**config.mk**
```make
export PLATFORM = sky130hd
export DESIGN_NAME = spi_slave_if
export DESIGN_NICKNAME = d
export VERILOG_FILES = /design/src/rtl/spi_slave_if.sv
export SDC_FILE = /design/constraint.sdc
export NUM_CORES = 1
export LEC_CHECK = 0
export BUFFER_PORTS_ARGS = -buffer_cell sky130_fd_sc_hd__buf_2
export CORE_UTILIZATION = 39
export DETAILED_ROUTE_END_ITERATION = 16
export PLACE_DENSITY_LB_ADDON = 0.15
export SLEW_MARGIN = 30
export SYNTH_ARGS = -nofsm -noshare
export SYNTH_HDL_FRONTEND = slang
export SYNTH_SLANG_ARGS = --single-unit
export TNS_END_PERCENT = 50
```
**constraint.sdc**
```tcl
create_clock -name clk -period 3.3 [get_ports clk]
set_input_delay 0.33 -clock clk [delete_from_list [all_inputs] [get_ports clk]]
set_output_delay 0.33 -clock clk [all_outputs]
set_load 0.01 [all_outputs]
```
**src/rtl/spi_slave_if.sv**
```systemverilog
// SPI slave front end: deserialises MOSI frames into {op, payload} words for the
// RAM stage and serialises RAM read data back on MISO. Optional macro: SPI_TX_TIMEOUT_EN.
module spi_slave_if #(
  parameter int ADDR_SIZE      = 8,
  parameter int TIMEOUT_CYCLES = 16
) (
  input  logic                 clk,
  input  logic                 rst,
  input  logic                 SS_n,
  input  logic                 MOSI,
  output logic                 MISO,
  output logic [ADDR_SIZE+1:0] rx_data,
  output logic                 rx_valid,
  input  logic [ADDR_SIZE-1:0] tx_data,
  input  logic                 tx_valid
`ifdef SPI_TX_TIMEOUT_EN
  ,
  output logic                 tx_timeout
`endif
);

  // state     | meaning
  // IDLE      | SS_n high, waiting for a frame
  // CHK_CMD   | sample the command bit and pick the word state
  // WRITE     | receive a write word, then hold until SS_n rises
  // READ_ADD  | receive a read-address word, mark rd_addr_seen
  // READ_DATA | receive a read-data word, wait for tx_valid, serialise tx_data

  localparam int WORD_W = ADDR_SIZE + 2;
  localparam int CNT_W  = $clog2(WORD_W + 1);

  typedef enum logic [2:0] {
    IDLE,
    CHK_CMD,
    WRITE,
    READ_ADD,
    READ_DATA
  } state_e;

  // Sub-phase inside the word states; WRITE and READ_ADD go SHIFT -> HOLD directly.
  typedef enum logic [1:0] {
    PH_SHIFT,
    PH_WAIT,
    PH_SER,
    PH_HOLD
  } phase_e;

  state_e                state_q, state_d;
  phase_e                phase_q, phase_d;
  logic [CNT_W-1:0]      bit_cnt_q, bit_cnt_d;
  logic [CNT_W-1:0]      ser_cnt_q, ser_cnt_d;
  logic [WORD_W-2:0]     shift_q, shift_d;
  logic [WORD_W-1:0]     rx_data_q, rx_data_d;
  logic                  rx_valid_q, rx_valid_d;
  logic                  miso_q, miso_d;
  logic [ADDR_SIZE-1:0]  tx_shift_q, tx_shift_d;
  logic                  rd_addr_seen_q, rd_addr_seen_d;

`ifdef SPI_TX_TIMEOUT_EN
  localparam int TO_W = $clog2(TIMEOUT_CYCLES + 1);

  logic [TO_W-1:0]       to_cnt_q, to_cnt_d;
  logic                  tx_timeout_q, tx_timeout_d;
`else
  logic                  unused_timeout;
  assign unused_timeout = (TIMEOUT_CYCLES == 0);
`endif

  always_comb begin
    state_d        = state_q;
    phase_d        = phase_q;
    bit_cnt_d      = bit_cnt_q;
    ser_cnt_d      = ser_cnt_q;
    shift_d        = shift_q;
    rx_data_d      = rx_data_q;
    rx_valid_d     = 1'b0;
    miso_d         = 1'b0;
    tx_shift_d     = tx_shift_q;
    rd_addr_seen_d = rd_addr_seen_q;
`ifdef SPI_TX_TIMEOUT_EN
    to_cnt_d       = to_cnt_q;
    tx_timeout_d   = 1'b0;
`endif

    case (state_q)
      IDLE: begin
        if (!SS_n) begin
          state_d   = CHK_CMD;
          phase_d   = PH_SHIFT;
          bit_cnt_d = '0;
          ser_cnt_d = '0;
        end
      end

      CHK_CMD: begin
        if (SS_n) begin
          state_d = IDLE;
        end else begin
          phase_d   = PH_SHIFT;
          bit_cnt_d = CNT_W'(WORD_W - 1);
          if (!MOSI)                state_d = WRITE;
          else if (!rd_addr_seen_q) state_d = READ_ADD;
          else                      state_d = READ_DATA;
        end
      end

      WRITE, READ_ADD, READ_DATA: begin
        if (SS_n) begin
          state_d = IDLE;
          phase_d = PH_SHIFT;
        end else begin
          case (phase_q)
            PH_SHIFT: begin
              shift_d = {shift_q[WORD_W-3:0], MOSI};
              if (bit_cnt_q == '0) begin
                rx_data_d  = {shift_q, MOSI};
                rx_valid_d = 1'b1;
                if (state_q == READ_ADD) rd_addr_seen_d = 1'b1;
                if (state_q == READ_DATA) begin
                  rd_addr_seen_d = 1'b0;
                  phase_d        = PH_WAIT;
`ifdef SPI_TX_TIMEOUT_EN
                  to_cnt_d       = TO_W'(TIMEOUT_CYCLES - 1);
`endif
                end else begin
                  phase_d = PH_HOLD;
                end
              end else begin
                bit_cnt_d = bit_cnt_q - CNT_W'(1);
              end
            end

            PH_WAIT: begin
              if (tx_valid) begin
                miso_d     = tx_data[ADDR_SIZE-1];
                tx_shift_d = {tx_data[ADDR_SIZE-2:0], 1'b0};
                ser_cnt_d  = CNT_W'(ADDR_SIZE - 1);
                phase_d    = PH_SER;
              end
`ifdef SPI_TX_TIMEOUT_EN
              else if (to_cnt_q == '0) begin
                tx_timeout_d = 1'b1;
                phase_d      = PH_HOLD;
              end else begin
                to_cnt_d = to_cnt_q - TO_W'(1);
              end
`endif
            end

            PH_SER: begin
              if (ser_cnt_q != '0) begin
                miso_d     = tx_shift_q[ADDR_SIZE-1];
                tx_shift_d = {tx_shift_q[ADDR_SIZE-2:0], 1'b0};
                ser_cnt_d  = ser_cnt_q - CNT_W'(1);
              end else begin
                phase_d = PH_HOLD;
              end
            end

            default: ;
          endcase
        end
      end

      default: state_d = IDLE;
    endcase
  end

  always_ff @(posedge clk) begin
    if (rst) begin
      state_q        <= IDLE;
      phase_q        <= PH_SHIFT;
      bit_cnt_q      <= '0;
      ser_cnt_q      <= '0;
      shift_q        <= '0;
      rx_data_q      <= '0;
      rx_valid_q     <= 1'b0;
      miso_q         <= 1'b0;
      tx_shift_q     <= '0;
      rd_addr_seen_q <= 1'b0;
`ifdef SPI_TX_TIMEOUT_EN
      to_cnt_q       <= '0;
      tx_timeout_q   <= 1'b0;
`endif
    end else begin
      state_q        <= state_d;
      phase_q        <= phase_d;
      bit_cnt_q      <= bit_cnt_d;
      ser_cnt_q      <= ser_cnt_d;
      shift_q        <= shift_d;
      rx_data_q      <= rx_data_d;
      rx_valid_q     <= rx_valid_d;
      miso_q         <= miso_d;
      tx_shift_q     <= tx_shift_d;
      rd_addr_seen_q <= rd_addr_seen_d;
`ifdef SPI_TX_TIMEOUT_EN
      to_cnt_q       <= to_cnt_d;
      tx_timeout_q   <= tx_timeout_d;
`endif
    end
  end

  assign MISO     = miso_q;
  assign rx_data  = rx_data_q;
  assign rx_valid = rx_valid_q;
`ifdef SPI_TX_TIMEOUT_EN
  assign tx_timeout = tx_timeout_q;
`endif

endmodule
```
==> run_results.csv, run 1 <==
group,metric,value,unit
die,die_y,73.31,um
cts,cts_hold_repair.buffers,0,
critical_path,cpPeakStageDelay,0.44,ns
synth,postSynthAreaPerCell,8.736,um^2
run_status,status,"completed",
critical_path,crit_type,"flip-flop to flip-flop",
pwr,pwr_density_cell,457.3,nW/um^2
cts,cts_buffers,5,
sta,finalSetupViolCount,0,
global_route,grt_pass1_wl,7141,um
route,wl_met2,1802,um
sta,hold_viol,0,
synth,yosysSeqAreaShare,0.4240,
route,drc,0,
die,rows,25,
cts,cts_root_buf,"clkbuf_8",
synth,syn_nets,245,
sta,worst_pin_slew,0.7893,ns
critical_path,crit_arrival,2.66,ns
sta,post-route-period-util,0.7429,
route,met1_length,2006,um
synth,synth.largest_area_cell,"dfxtp_1",
synth,yosysTopAreaCellShare,0.4240,
global_route,grt_start_max_net_pins,39,
global_route,grt_pass1_vias,1511,
min_path,hold_path_class,"primary input to flip-flop",
cts,cts_tree,"done",
die,die_area,5374,um^2
synth,synth-seq-cells,42,
cts,clk_latency,0.30,ns
flow_run,drv_cap,0,
die,core_area,4817,um^2
critical_path,critPathRequiredTime,3.51,ns
cts,clkTransAtPathRegs,0.08,ns
route,vias_per_cell,5.158,
critical_path,cp-end-kind,"flip-flop",
synth,synth_edf_count,0,
global_route,grt-ovfl-total,0,
sta,whs,0.3091,ns
synth,yosys.area_share.adder,0.03155,
place,hpwl,2749,um
synth,synth.distinct_cells,45,
synth,netlist_instances,227,
pwr,power.leakage,0.8548,nW
route,drt-total-wl,4098,um
synth,async_flop_share,0,
cts,cts.path.max_buffers,2,
final_layout,n_fill_cell,497,
synth,yosys-mux-area-fraction,0.1060,
synth,synth_area_leaders,"dfxtp_1 42%, mux2i_1 11%, nor2_1 5.9%",
die,start_util,0.4117,
synth,synth-xor-area-share,0.004416,
critical_path,cp-start-kind,"flip-flop",
die,ios,25,
critical_path,crit_fanout,16,
sta,slew_violations,0,
synth,synthFlopType,"dfxtp_1",
die,die_x,73.31,um
sta,slew_headroom,0.4718,
final_layout,final_area,2256,um^2
route,drtPass1Iterations,6,
critical_path,slowest_stage,"nor3_4",
route,drt_iter0_drc,112,
final_layout,area_delta_synth_final,13.75,%
place,portBuffers,24,
sta,clock_skew,0.006478,ns
route,wl_per_cell,12.97,um
route,postRouteAntennaNets,0,
sta,rsz0062_at_grt,"no",
route,wl_met3,242,um
synth,synth_simple_gate_area_share,0.2170,
cts,h-tree-depth,2,
synth,synth_compound_area_frac,0.1603,
synth,syn-cell-area,1983,um^2
route,highest_layer,"met4",
sta,fmax,407.9,MHz
synth,ys_warn_count,0,
cts,cts_resized,0,
cts,post-cts-setup-buffers,0,
final_layout,num_antenna_cells,0,
final_layout,nNetsFinal,266,
place,place_area,2146,um^2
sta,setup-tns-final,0,ns
global_route,antenna_found_initial,0,
synth,synth_top_family_by_area,"simple AND/OR/NAND/NOR gates",
final_layout,drive_above_1_share,0.1647,
sta,min_period,2.452,ns
pwr,vdd_ir_drop_max,234.2,uV
global_route,grt_usage,0.1741,
place,routabilityCongestion,0.8281,
route,via_count,1630,
critical_path,cp_cell_sequence,"inv_1, ha_1, and4bb_2, or3_1, nor3_4, nor2_1, a211oi_1",
cts,cts_num_sinks,42,
-- sequential cells by signal, summed over array words and instances, names as in the netlist --
name	cells
state_q	3
rd_addr_seen_q	1
ser_cnt_q	4
rx_data	10
phase_q	2
tx_shift_q	7
bit_cnt_q	4
rx_valid	1
MISO	1
shift_q	9
-- power breakdown --
group | total [mW] | switching (mW) | internal (mW)
sequential | 0.525 | 0.0103 | 0.515
clock | 0.413 | 0.187 | 0.226
combinational | 0.0932 | 0.0541 | 0.0391
total | 1.03 | 0.252 | 0.780
-- critical path: cells and delay by family, from the launching register on --
family | cells | cell delay [ns]
compound gates | 1 | 0.21
simple gates | 4 | 1.30
flops | 1 | 0.36
buf+inv | 1 | 0.07
fa+ha+maj | 1 | 0.42
-- cells in the mapped netlist (all sizes together) (3+ instances only) --
cell type	instances
o21ai	10
a21oi	16
mux2i	21
nor2b	3
nand2b	3
a211oi	8
inv	13
a31oi	3
nor2	31
nor3	5
nand2	16
ha	5
nand3	11
dfxtp	42
clkbuf	7
buf	6
-- placed cells by master, fill, tap and decap left out, types with 2 or more instances in the layout --
master    netlist  routed
a211oi_1        8       8
a21oi_1        16      16
a31oi_1         3       3
and3_1          2       2
buf_2           3      24
buf_4           1       3
clkbuf_8        0       5
dfxtp_1        42      42
ha_1            5       5
inv_1          13      13
mux2i_1        21      21
nand2_1        16      16
nand2b_1        3       3
nand3_1        11      11
nor2_1         31      31
nor2b_1         3       3
nor3_1          4       4
nor3b_1         2       2
nor4_1          2       2
o21ai_0         8       8
or3_1           2       2
-- layout make-up --
class | instances | area, um^2 | share of cell area
timing repair buffer | 27 | 142.6 | 0.06323
clock inverter | 2 | 37.54 | 0.01664
multi-input combinational | 159 | 1030 | 0.4565
sequential | 42 | 840.8 | 0.3727
inverter | 13 | 48.80 | 0.02163
tap | 67 | 83.83 | 0.03716
clock buffer | 6 | 72.57 | 0.03217
-- per-layer routing --
metal,up-vias,global-route usage
met3,8,0.06310
met4,0,0.04915
li1,838,-
met5,-,0
met1,742,0.2287
met2,42,0.2695
-- cells by family (layout without fill, tap and decap cells) --
logic type	after synthesis	after routing
AO/OA/AOI/OAI	47	47
XOR/XNOR	1	1
adder cells (fa/ha/maj)	5	5
buffers and inverters	26	48
flip-flops	42	42
multiplexers	21	21
AND/OR/NAND/NOR	85	85
-- path summary, 6_finish.rpt --
kind	end	start	slack [ns]	cells after the start
max	tx_shift_q[2]	phase_q[0]	0.85	7
min	tx_shift_q[1]	tx_data[0]	0.31	3
max reg2reg	tx_shift_q[2]	phase_q[0]	0.85	7
min reg2reg	shift_q[8]	shift_q[8]	0.46	2
-- per-stage QoR --
step	instances	power (mW)	util	worst slack (ns)
final	316	1.032	0.4683	0.8484
after global routing	316	1.081	0.4683	0.6166
after CTS	316	1.043	0.4683	0.8216
after detailed placement	308	0.6302	0.4455	0.8265
after global placement	308	0.6309	0.4455	0.8762
after floorplan	227	0.6061	-	1.284
Note: power is estimated with default switching activity, not from simulation.
==> run 2: changes to the inputs <==
==> constraint.sdc (replaced) <==
create_clock -name clk -period 2 [get_ports clk]
set_input_delay 0.2 -clock clk [delete_from_list [all_inputs] [get_ports clk]]
set_output_delay 0.2 -clock clk [all_outputs]
set_load 0.01 [all_outputs]
==> run 2 against run 1 <==
Net effect:
- non-clock buffer count up 19
- utilization up 4.9 points
- worst setup slack worse by 0.80 ns
- sequential cell count unchanged
- cell count up 6.0%
- clock skew down 0.0020 ns
- combinational power up 100%
- critical endpoint is now ser_cnt_q[3]
- register-to-register slack worse by 0.80 ns
==> run_results.csv, run 2 (synthesized netlist as in run 1, its figures left out) <==
group,metric,value,unit
final_layout,largest_reg_flops,10,
die,core_area,4817,um^2
final_layout,final_area,2492,um^2
route,drt-total-wl,4388,um
final_layout,num_antenna_cells,0,
sta,finalSetupViolCount,0,
route,drc,0,
route,wl_per_cell,13.10,um
critical_path,critPathRequiredTime,2.23,ns
sta,whs,0.1748,ns
global_route,antenna_found_initial,0,
sta,hold_viol,0,
global_route,grt_pass1_wl,6969,um
global_route,grt_usage,0.1689,
pwr,power.leakage,0.9652,nW
final_layout,area_delta_synth_final,25.68,%
sta,clock_skew,0.004520,ns
die,die_y,73.31,um
final_layout,layout_commonest_cell,"dfxtp_1",
die,start_util,0.4117,
cts,cts_tree,"done",
route,postRouteAntennaNets,0,
final_layout,nNetsFinal,285,
run_status,status,"completed",
cts,clkTransAtPathRegs,0.08,ns
cts,h-tree-depth,2,
sta,slew_violations,0,
final_layout,layout_common_cells,"38 x dfxtp_1, 29 x nor2_1, 24 x buf_2",
cts,cts_root_buf,"clkbuf_8",
sta,slew_headroom,0.6811,
cts,cts_num_sinks,42,
place,hpwl,2965,um
die,die_area,5374,um^2
final_layout,drive_above_1_share,0.2985,
route,vias_per_cell,5.087,
sta,fmax,511.6,MHz
critical_path,cp-start-kind,"flip-flop",
route,drtPass1Iterations,5,
place,place_area,2273,um^2
critical_path,crit_fanout,3,
place,routabilityCongestion,0.8105,
cts,clk_latency,0.29,ns
global_route,grt_pass1_vias,1485,
die,rows,25,
place,portBuffers,24,
pwr,vdd_ir_drop_max,407.4,uV
sta,worst_pin_slew,0.4740,ns
sta,post-route-period-util,0.9774,
critical_path,crit_arrival,2.18,ns
final_layout,fin_cells,335,
global_route,grt-ovfl-total,0,
critical_path,cp-end-kind,"flip-flop",
flow_run,drv_cap,0,
critical_path,regToRegSetupSlack,0.05,ns
min_path,hold_path_class,"primary input to flip-flop",
pwr,pwr_density_cell,692.1,nW/um^2
cts,cts_buffers,5,
die,die_x,73.31,um
final_layout,fin_util,0.5174,
sta,min_period,1.955,ns
route,via_count,1704,
critical_path,crit_type,"flip-flop to flip-flop",
place,place_inst,323,
cts,cts.path.max_buffers,2,
global_route,grt_start_max_net_pins,21,
die,ios,25,
route,drt_iter0_drc,103,
==> run 2: cell types whose count changed in the layout (fill, tap and decap cells not counted), sizes merged <==
cell  before  now
buf       27   46
==> run 2: area by class of cell <==
class	count	area (um^2)
Clock inverter	2	37.54
Sequential cell	42	845.8
Inverter	13	48.80
Tap cell	67	83.83
Multi-Input combinational cell	159	1095
Timing Repair Buffer	46	309.0
Clock buffer	6	72.57
Fill cell	482	2325
==> run 2: path summary, 6_finish.rpt <==
check	start	end	cells past startpoint
worst max-delay path	phase_q[0]	ser_cnt_q[3]	8
worst max register to register	phase_q[0]	ser_cnt_q[3]	8
worst min-delay path	tx_data[0]	tx_shift_q[1]	3
worst min register to register	ser_cnt_q[1]	ser_cnt_q[1]	2
==> run 2: worst max-delay path: stages (launching register included) <==
cell and delay [ns]:
dfxtp_2 0.36, inv_2 0.06, ha_4 0.16, and4bb_2 0.23, buf_4 0.14, a2111oi_4 0.20
o21ai_2 0.09, or4b_1 0.52, a21oi_2 0.13
==> run 2: repair_timing <==
action                                  in CTS  in global routing
endpoints found under the setup margin       5                 22
pin swaps                                    1                  7
resized for setup                            3                 23
hold buffers                                 0                  0
setup buffers                                0                  4
cloned                                       0                  0
==> run 2: report_power, final <==
part           switching, mW  total [mW]  leakage (nW)  internal [mW]
combinational          0.101       0.191         0.572         0.0899
sequential            0.0162       0.866         0.341          0.850
clock                  0.295       0.668        0.0514          0.373
==> run 2: through the flow <==
step | setup slack (ns) | power [mW] | setup TNS (ns)
after global routing | -0.01930 | 1.806 | -0.02133
after detailed placement | 0.002881 | 1.061 | 0
after CTS | 0.007465 | 1.739 | 0
final | 0.04518 | 1.725 | 0
after global placement | 0.01932 | 1.061 | 0
after floorplan | 0.01288 | 0.9999 | 0
==> run 2: per-layer routing <==
layer / track usage / part of all wire / vias to the layer above
met5: 0 / 0 / -
met4: 0.06197 / 0.014 / 0
met3: 0.04252 / 0.036 / 6
met2: 0.2654 / 0.45 / 28
met1: 0.2244 / 0.50 / 792
li1: - / - / 878
==> run 3: changes to the inputs <==
--- a/config.mk
+++ b/config.mk
@@ -6,7 +6,8 @@
 export NUM_CORES = 1
 export LEC_CHECK = 0
 export BUFFER_PORTS_ARGS = -buffer_cell sky130_fd_sc_hd__buf_2
-export CORE_UTILIZATION = 39
+export CORE_ASPECT_RATIO = 1.2
+export CORE_UTILIZATION = 30
 export DETAILED_ROUTE_END_ITERATION = 16
 export PLACE_DENSITY_LB_ADDON = 0.15
 export SLEW_MARGIN = 30
==> run 3 against run 2 <==
Net effect:
- final area is 2.3% lower
- utilization is 14 points lower
- non-clock buffer count is 3 lower
- worst setup slack worse by 0.011 ns
- sequential cell count stayed put
- routed wire length is 3.1% higher
- clock power is 9.9% lower
- combinational power hardly changed
==> run_results.csv, run 3 (synthesized netlist as in run 1, its figures left out) <==
group,metric,value,unit
die,start_util,0.3096,
die,die_area,6941,um^2
flow_run,drv_cap,0,
min_path,hold_path_class,"primary input to flip-flop",
global_route,grt-ovfl-total,0,
route,drt_iter0_drc,64,
critical_path,cp_cell_sequence,"inv_1, ha_1, and4bb_2, a2111oi_4, o21ai_2, or4b_1, a21oi_2",
final_layout,num_antenna_cells,0,
die,rows,32,
sta,fmax,508.7,MHz
critical_path,critPathRequiredTime,2.24,ns
final_layout,drive_above_1_share,0.2528,
die,die_y,91.07,um
global_route,grt_pass1_vias,1583,
sta,post-route-period-util,0.9829,
final_layout,area_delta_synth_final,22.84,%
critical_path,critPathTopFamily,"simple AND/OR/NAND/NOR gates",
global_route,antenna_found_initial,0,
sta,finalSetupViolCount,0,
sta,setup-tns-final,0,ns
run_status,status,"completed",
sta,hold_viol,0,
critical_path,cpPeakStageDelay,0.52,ns
cts,cts_num_sinks,42,
sta,rsz0062_at_grt,"yes",
die,die_x,76.22,um
critical_path,crit_type,"flip-flop to flip-flop",
sta,min_period,1.966,ns
critical_path,cp-start-kind,"flip-flop",
route,wl_per_cell,12.93,um
route,vias_per_cell,4.743,
sta,slew_violations,0,
cts,cts.path.max_buffers,2,
global_route,grt_usage,0.1370,
place,portBuffers,24,
cts,cts_buffers,5,
pwr,pwr_density_cell,680.1,nW/um^2
die,ios,25,
final_layout,layout_common_cells,"39 x dfxtp_1, 30 x nor2_1, 24 x buf_2",
cts,h-tree-depth,2,
die,core_area,6406,um^2
place,post-place-ws,0.0006415,ns
final_layout,layout_commonest_cell,"dfxtp_1",
route,drt-total-wl,4525,um
cts,post-cts-setup-buffers,0,
cts,cts_root_buf,"clkbuf_8",
min_path,hp-start,"tx_data[0]",
cts,clk_latency,0.30,ns
critical_path,reg2reg_from,"ser_cnt_q[1]",
place,routabilityCongestion,0.7534,
sta,worst_pin_slew,0.4136,ns
final_layout,nNetsFinal,282,
pwr,vdd_ir_drop_max,317.5,uV
route,via_count,1660,
critical_path,slowest_stage,"or4b_1",
global_route,grt_pass1_wl,7603,um
global_route,grt_start_max_net_pins,23,
final_layout,final_area,2436,um^2
pwr,p_total,1.657,mW
place,hpwl,3117,um
final_layout,largest_reg_flops,10,
cts,cts_tree,"done",
route,postRouteAntennaNets,0,
critical_path,regToRegSetupSlack,0.03,ns
critical_path,worst-path-buf-inv,1,
critical_path,cp-end-kind,"flip-flop",
route,drc,0,
critical_path,crit_arrival,2.20,ns
pwr,power.leakage,0.9384,nW
sta,slew_headroom,0.7237,
sta,setup_ws,0.03419,ns
cts,clkTransAtPathRegs,0.09,ns
critical_path,worstSetupStartpoint,"ser_cnt_q[1]",
place,place_area,2296,um^2
critical_path,crit_fanout,3,
route,drtPass1Iterations,4,
cts,cts_hold_repair.buffers,0,
sta,clock_skew,0.008574,ns
-- run 3: worst paths after layout --
kind / cells after the start / end
setup reg to reg: 7 / ser_cnt_q[3]
setup / recovery: 7 / ser_cnt_q[3]
hold / removal: 3 / tx_shift_q[1]
hold reg to reg: 2 / ser_cnt_q[1]
-- run 3: worst reg2reg max path: cells and delay by family (launching register included) --
| kind | cells | cell delay, ns |
|---|---|---|
| buffers and inverters | 1 | 0.04 |
| and+or+nand+nor | 2 | 0.79 |
| AOI/OAI and AO/OA | 3 | 0.54 |
| DFF | 1 | 0.34 |
| adders and majority gates | 1 | 0.20 |
-- run 3: power breakdown --
group          switching, mW  internal (mW)
Combinational          0.103         0.0876
Clock                  0.317          0.284
Sequential            0.0144          0.850
Total                  0.435           1.22
-- run 3: per-layer routing --
| metal | vias to the layer above | track usage | wire length (um) |
|---|---|---|---|
| li1 | 868 | - | - |
| met1 | 765 | 0.1699 | 2197 |
| met2 | 20 | 0.2267 | 2109 |
| met3 | 7 | 0.03116 | 137 |
| met4 | 0 | 0.05769 | 81 |
| met5 | - | 0 | 0 |
-- run 3: through the flow --
stage               hold slack (ns)  cells    util
finish                       0.1648    350  0.3803
global route                 0.1712    350  0.3803
CTS                          0.1570    349  0.3752
detailed placement           0.4608    341  0.3584
global placement             0.4499    341  0.3584
floorplan                    0.3439    227       -
-- run 3: layout make-up --
cell class	instances	area, um^2
inverter	13	48.80
multi-input combinational	159	1059
sequential	42	844.6
fill	701	3970
clock buffer	6	82.58
timing repair buffer	43	279.0
clock inverter	2	16.27
tap	85	106.4
-- run 3: repair_timing --
item,CTS,global route
gates cloned,0,1
pin swaps,0,4
setup endpoints to repair,3,23
gates resized for setup,3,9
